**config.mk**
```make
export PLATFORM = sky130hd
export DESIGN_NAME = uart_rx
export DESIGN_NICKNAME = d
export VERILOG_FILES = /design/src/rtl/uart_rx.sv
export SDC_FILE = /design/constraint.sdc
export NUM_CORES = 1
export LEC_CHECK = 0
export ABC_AREA = 1
export BUFFER_PORTS_ARGS = -buffer_cell sky130_fd_sc_hd__buf_4
export CORE_ASPECT_RATIO = 1.4
export CORE_UTILIZATION = 55
export CTS_CLUSTER_SIZE = 8
export DETAILED_ROUTE_END_ITERATION = 8
export GPL_ROUTABILITY_DRIVEN = 0
export GPL_TIMING_DRIVEN = 0
export PLACE_DENSITY = 0.86
export SKIP_CTS_REPAIR_TIMING = 1
export SYNTH_ARGS = -nofsm -noshare
export SYNTH_HDL_FRONTEND = slang
export SYNTH_SLANG_ARGS = --single-unit
```
**constraint.sdc**
```tcl
create_clock -name txclk -period 2.9 [get_ports txclk]
set_clock_uncertainty 0.05 [all_clocks]
set_input_delay 0.145 -clock txclk [delete_from_list [all_inputs] [get_ports txclk]]
set_output_delay 0.145 -clock txclk [all_outputs]
set_load 0.01 [all_outputs]
```
**src/rtl/uart_rx.sv**
```systemverilog
// Serial receiver for the 64-bit packet link: recovers LSB-first framed words from a
// line sampled at 2x baud, checks odd parity and stop bit, and hands the word over valid/ack.
module uart_rx #(
  parameter int WIDTH = 64
) (
  input  logic             txclk,
  input  logic             reset_n,
  input  logic             rx_in,
  input  logic             rx_enable,
  input  logic             rx_data_ack,
  output logic [WIDTH-1:0] rx_data,
  output logic             rx_data_valid,
  output logic             rx_parity_err,
  output logic             rx_frame_err,
  output logic             rx_overrun,
  output logic             rx_busy
);

  typedef enum logic [2:0] {
    IDLE,
    START,
    DATA,
    STOP,
    WAIT_HIGH
  } state_t;

  localparam logic [6:0] LAST_BIT = 7'(WIDTH - 1);

  state_t           state;
  logic             sync1;
  logic             sync2;
  logic             phase;
  logic [6:0]       bit_cnt;
  logic [WIDTH-1:0] sr;

  // NOTE: every register here is sequential state, so it is assigned only with <=;
  // that keeps the later STOP load able to override the earlier ack clear in the same edge.
  always_ff @(posedge txclk or negedge reset_n) begin
    if (!reset_n) begin
      sync1         <= 1'b1;
      sync2         <= 1'b1;
      state         <= IDLE;
      phase         <= 1'b0;
      bit_cnt       <= '0;
      // NOTE: the shift register is datapath, but it is cleared too so a word
      // loaded after a reset never carries bits from before it.
      sr            <= '0;
      rx_data       <= '0;
      rx_data_valid <= 1'b0;
      rx_parity_err <= 1'b0;
      rx_frame_err  <= 1'b0;
      rx_overrun    <= 1'b0;
      rx_busy       <= 1'b0;
    end else if (rx_enable) begin
      sync1 <= rx_in;
      sync2 <= sync1;

      if (rx_data_valid && rx_data_ack) begin
        rx_data_valid <= 1'b0;
      end

      case (state)
        IDLE: begin
          if (!sync2) begin
            state   <= START;
            rx_busy <= 1'b1;
          end
        end

        START: begin
          if (!sync2) begin
            state   <= DATA;
            phase   <= 1'b0;
            bit_cnt <= '0;
          end else begin
            state   <= IDLE;
            rx_busy <= 1'b0;
          end
        end

        DATA: begin
          phase <= ~phase;
          if (phase) begin
            sr      <= {sync2, sr[WIDTH-1:1]};
            bit_cnt <= bit_cnt + 7'd1;
            if (bit_cnt == LAST_BIT) begin
              state <= STOP;
              phase <= 1'b0;
            end
          end
        end

        STOP: begin
          phase <= ~phase;
          if (phase) begin
            // A load beats a same-cycle ack: the new word is what the consumer sees next.
            rx_data       <= sr;
            rx_data_valid <= 1'b1;
            rx_parity_err <= ~(^sr);
            rx_frame_err  <= ~sync2;
            rx_overrun    <= rx_data_valid & ~rx_data_ack;
            phase         <= 1'b0;
            if (sync2) begin
              state   <= IDLE;
              rx_busy <= 1'b0;
            end else begin
              state <= WAIT_HIGH;
            end
          end
        end

        WAIT_HIGH: begin
          // A held-low break must not look like a new start bit.
          if (sync2) begin
            state   <= IDLE;
            rx_busy <= 1'b0;
          end
        end

        default: begin
          state   <= IDLE;
          rx_busy <= 1'b0;
        end
      endcase
    end
  end

endmodule

```
==> flow_metrics.tcl <==
set metrics [dict create \
    p_leak_nw 4.39 \
    placeableCoreArea_um2 12400 \
    drt_wl_total_um 16500 \
    rsz0062_at_grt "no" \
    cts-htree-levels 4 \
    slowest_stage "dfrtp_1" \
    ys_ff_latch 146 \
    fin_crit_ps 1920 \
    grt_first_pass_wirelength_um 27700 \
    drive_gt1_share_pct 13.2 \
    clk_pin_slew_ps 60 \
    wl_per_cell_um 13.9 \
    drtPass1Iterations 6 \
    dr.first_iter.drc_count 416 \
    whs_ps 180 \
    drc_errors 0 \
    synth_edf_count 0 \
    finalPower_mw 8.16 \
    timing.final.crit_share_pct 66.2 \
    synth_commonest_cells "477 x nand2_1, 144 x dfrtp_1, 65 x inv_1" \
    worst_ep_required_time_ps 3130 \
    hold_viol 0 \
    fp.dieW_um 97.3 \
    antenna_left 0 \
    diodes 0 \
    ys.flop_type "dfrtp_1" \
    cts_buffers 17 \
    rr_startpoint "state[2]" \
    worst_ir_drop_vdd_uv 512 \
    place_area_um2 7760 \
    nNetsFinal 1030 \
    die_h_um 135 \
    via_count 6338 \
    tightest_slew_ps 533 \
    grt_pass1_vias 6064 \
    clock.fmax_mhz 521 \
    maxCapViolations 0 \
    grt_max_degree 94 \
    path_cells "nor2_2 -> nand2_1 -> buf_2 -> buf_2 -> nand2_1 -> o21ai_0" \
    clock_sinks 146 \
    arrival_ps 2150 \
    vias_per_cell 5.34 \
    ios 74 \
    stdcell_area_um2 8420 \
    setup_viol 0 \
    critPathKind "register to register" \
    postSynthCellCount 926 \
    syn_nets 932 \
    cts_buffer_depth 2 \
    postLayoutCoreUtil_pct 68.0 \
    clk_latency_ps 420 \
    io_buffers 73 \
    startpoint "state[2]" \
    fp-row-count 48 \
    hp-class "primary input to asynchronous set/reset pin" \
    antenna_found_initial 0 \
    yosysMostFrequentCell "nand2_1" \
    place_hpwl_um 11100 \
    grt.total_usage_pct 26.4 \
    status "finished, final reports clean" \
    cts_tree "built" \
    die_area_um2 13200 \
    yosysSeqAreaShare_pct 52.2 \
    synth_warnings 0 \
    endpoint_kind "register" \
    p_per_area_nw_per_um2 969 \
    yosys-top-cells-area "dfrtp_1 51%, nand2_1 26%, o21ai_1 4.6%" \
    critPathMaxFanout 10 \
    rrSetupSlack_ps 980 \
    ys_types 29 \
    slew_viol_final 0 \
    start_util_pct 56.6 \
    async_reset_ff_share_pct 100 \
    slowest_delay_ps 470 \
    start_kind "register" \
    avgSynthCellArea_um2 7.56 \
    synthesis.area_um2 7000 \
    yosysTopAreaCell "dfrtp_1" \
    cts-root-buf "clkbuf_16" \
    grt-ovfl-total 0 \
    maxSlewHeadroom_pct 64.4 \
    syn_to_final_growth_pct 20.3 \
    fin_tns_setup_ps 0 \
    synth_top_area_share_pct 51.5 \
]
sequential cells by signal, summed over array words and instances (netlist names):
name,cells
rx_data,64
sr,64
bit_cnt,7
state,3
phase,1
rx_busy,1
rx_data_valid,1
rx_frame_err,1
rx_overrun,1
rx_parity_err,1
sync1,1
sync2,1
cell families (layout without fill, tap and decap cells):
group	after synthesis	count (layout)	share of synthesized area, %
mux	2	2	0.304
flops	146	146	52.2
simple gates	516	516	28.6
buf+inv	101	212	5.65
compound gates	139	139	10.4
fa+ha+maj	1	1	0.179
xor+xnor	21	21	2.63
where the power goes:
part           switching (mW)  internal [mW]
Clock                   0.876           1.37
Sequential              0.426           2.47
Combinational            1.88           1.13
Total                    3.18           4.97
cell usage in the layout, fill, tap and decap left out, types with 3 or more instances in the layout:
cell type and n:
dfrtp_1 144, o21ai_1 64, o21ai_0 51, nand3_1 9, xnor2_1 10, inv_2 9
a21oi_1 18, buf_4 72, nand4_1 3, clkbuf_1 15, nand2_1 477, clkinvlp_4 5
buf_2 13, nor2_1 18, clkinv_2 3, inv_1 65, bufinv_16 3, clkbuf_16 17
xor2_1 11, dlygate4sd3_1 5
stage by stage:
stage          instances  setup slack [ps]
6_report            1187               980
5_1_grt             1187               852
4_1_cts             1182               987
3_5_place_dp        1150              1020
3_3_place_gp        1149              1020
2_1_floorplan        926              1390
cell type report:
cell class	count	area (µm²)
fill	994	3950
sequential	146	3660
multi-input combinational	679	2950
timing repair buffer	79	629
clock buffer	19	443
inverter	74	278
tap	150	188
clock inverter	13	160
buffer	27	118
layer usage:
| layer | vias to the layer above | global-route usage, % | share of wire, % |
|---|---|---|---|
| li1 | 3089 | - | - |
| met1 | 3026 | 31.8 | 41 |
| met2 | 175 | 45.9 | 52 |
| met3 | 48 | 4.80 | 4.2 |
| met4 | 0 | 13.0 | 3.5 |
| met5 | - | 0 | 0 |
critical path: cells and delay by family (launching register included):
| kind | cells | cell delay, ps |
|---|---|---|
| and+or+nand+nor | 3 | 620 |
| buffers and inverters | 2 | 540 |
| DFF | 1 | 470 |
| AOI/OAI and AO/OA | 1 | 80 |
worst paths after layout:
kind                          endpoint  cells after the start
setup / recovery           rx_data[34]                      6
hold / removal             rx_data[30]                      2
setup reg to reg           rx_data[34]                      6
hold reg to reg                  sync1                      2
max in group asynchronous        sync1                      3
min in group txclk               sync1                      2
Power figures use the tool's default switching activity.
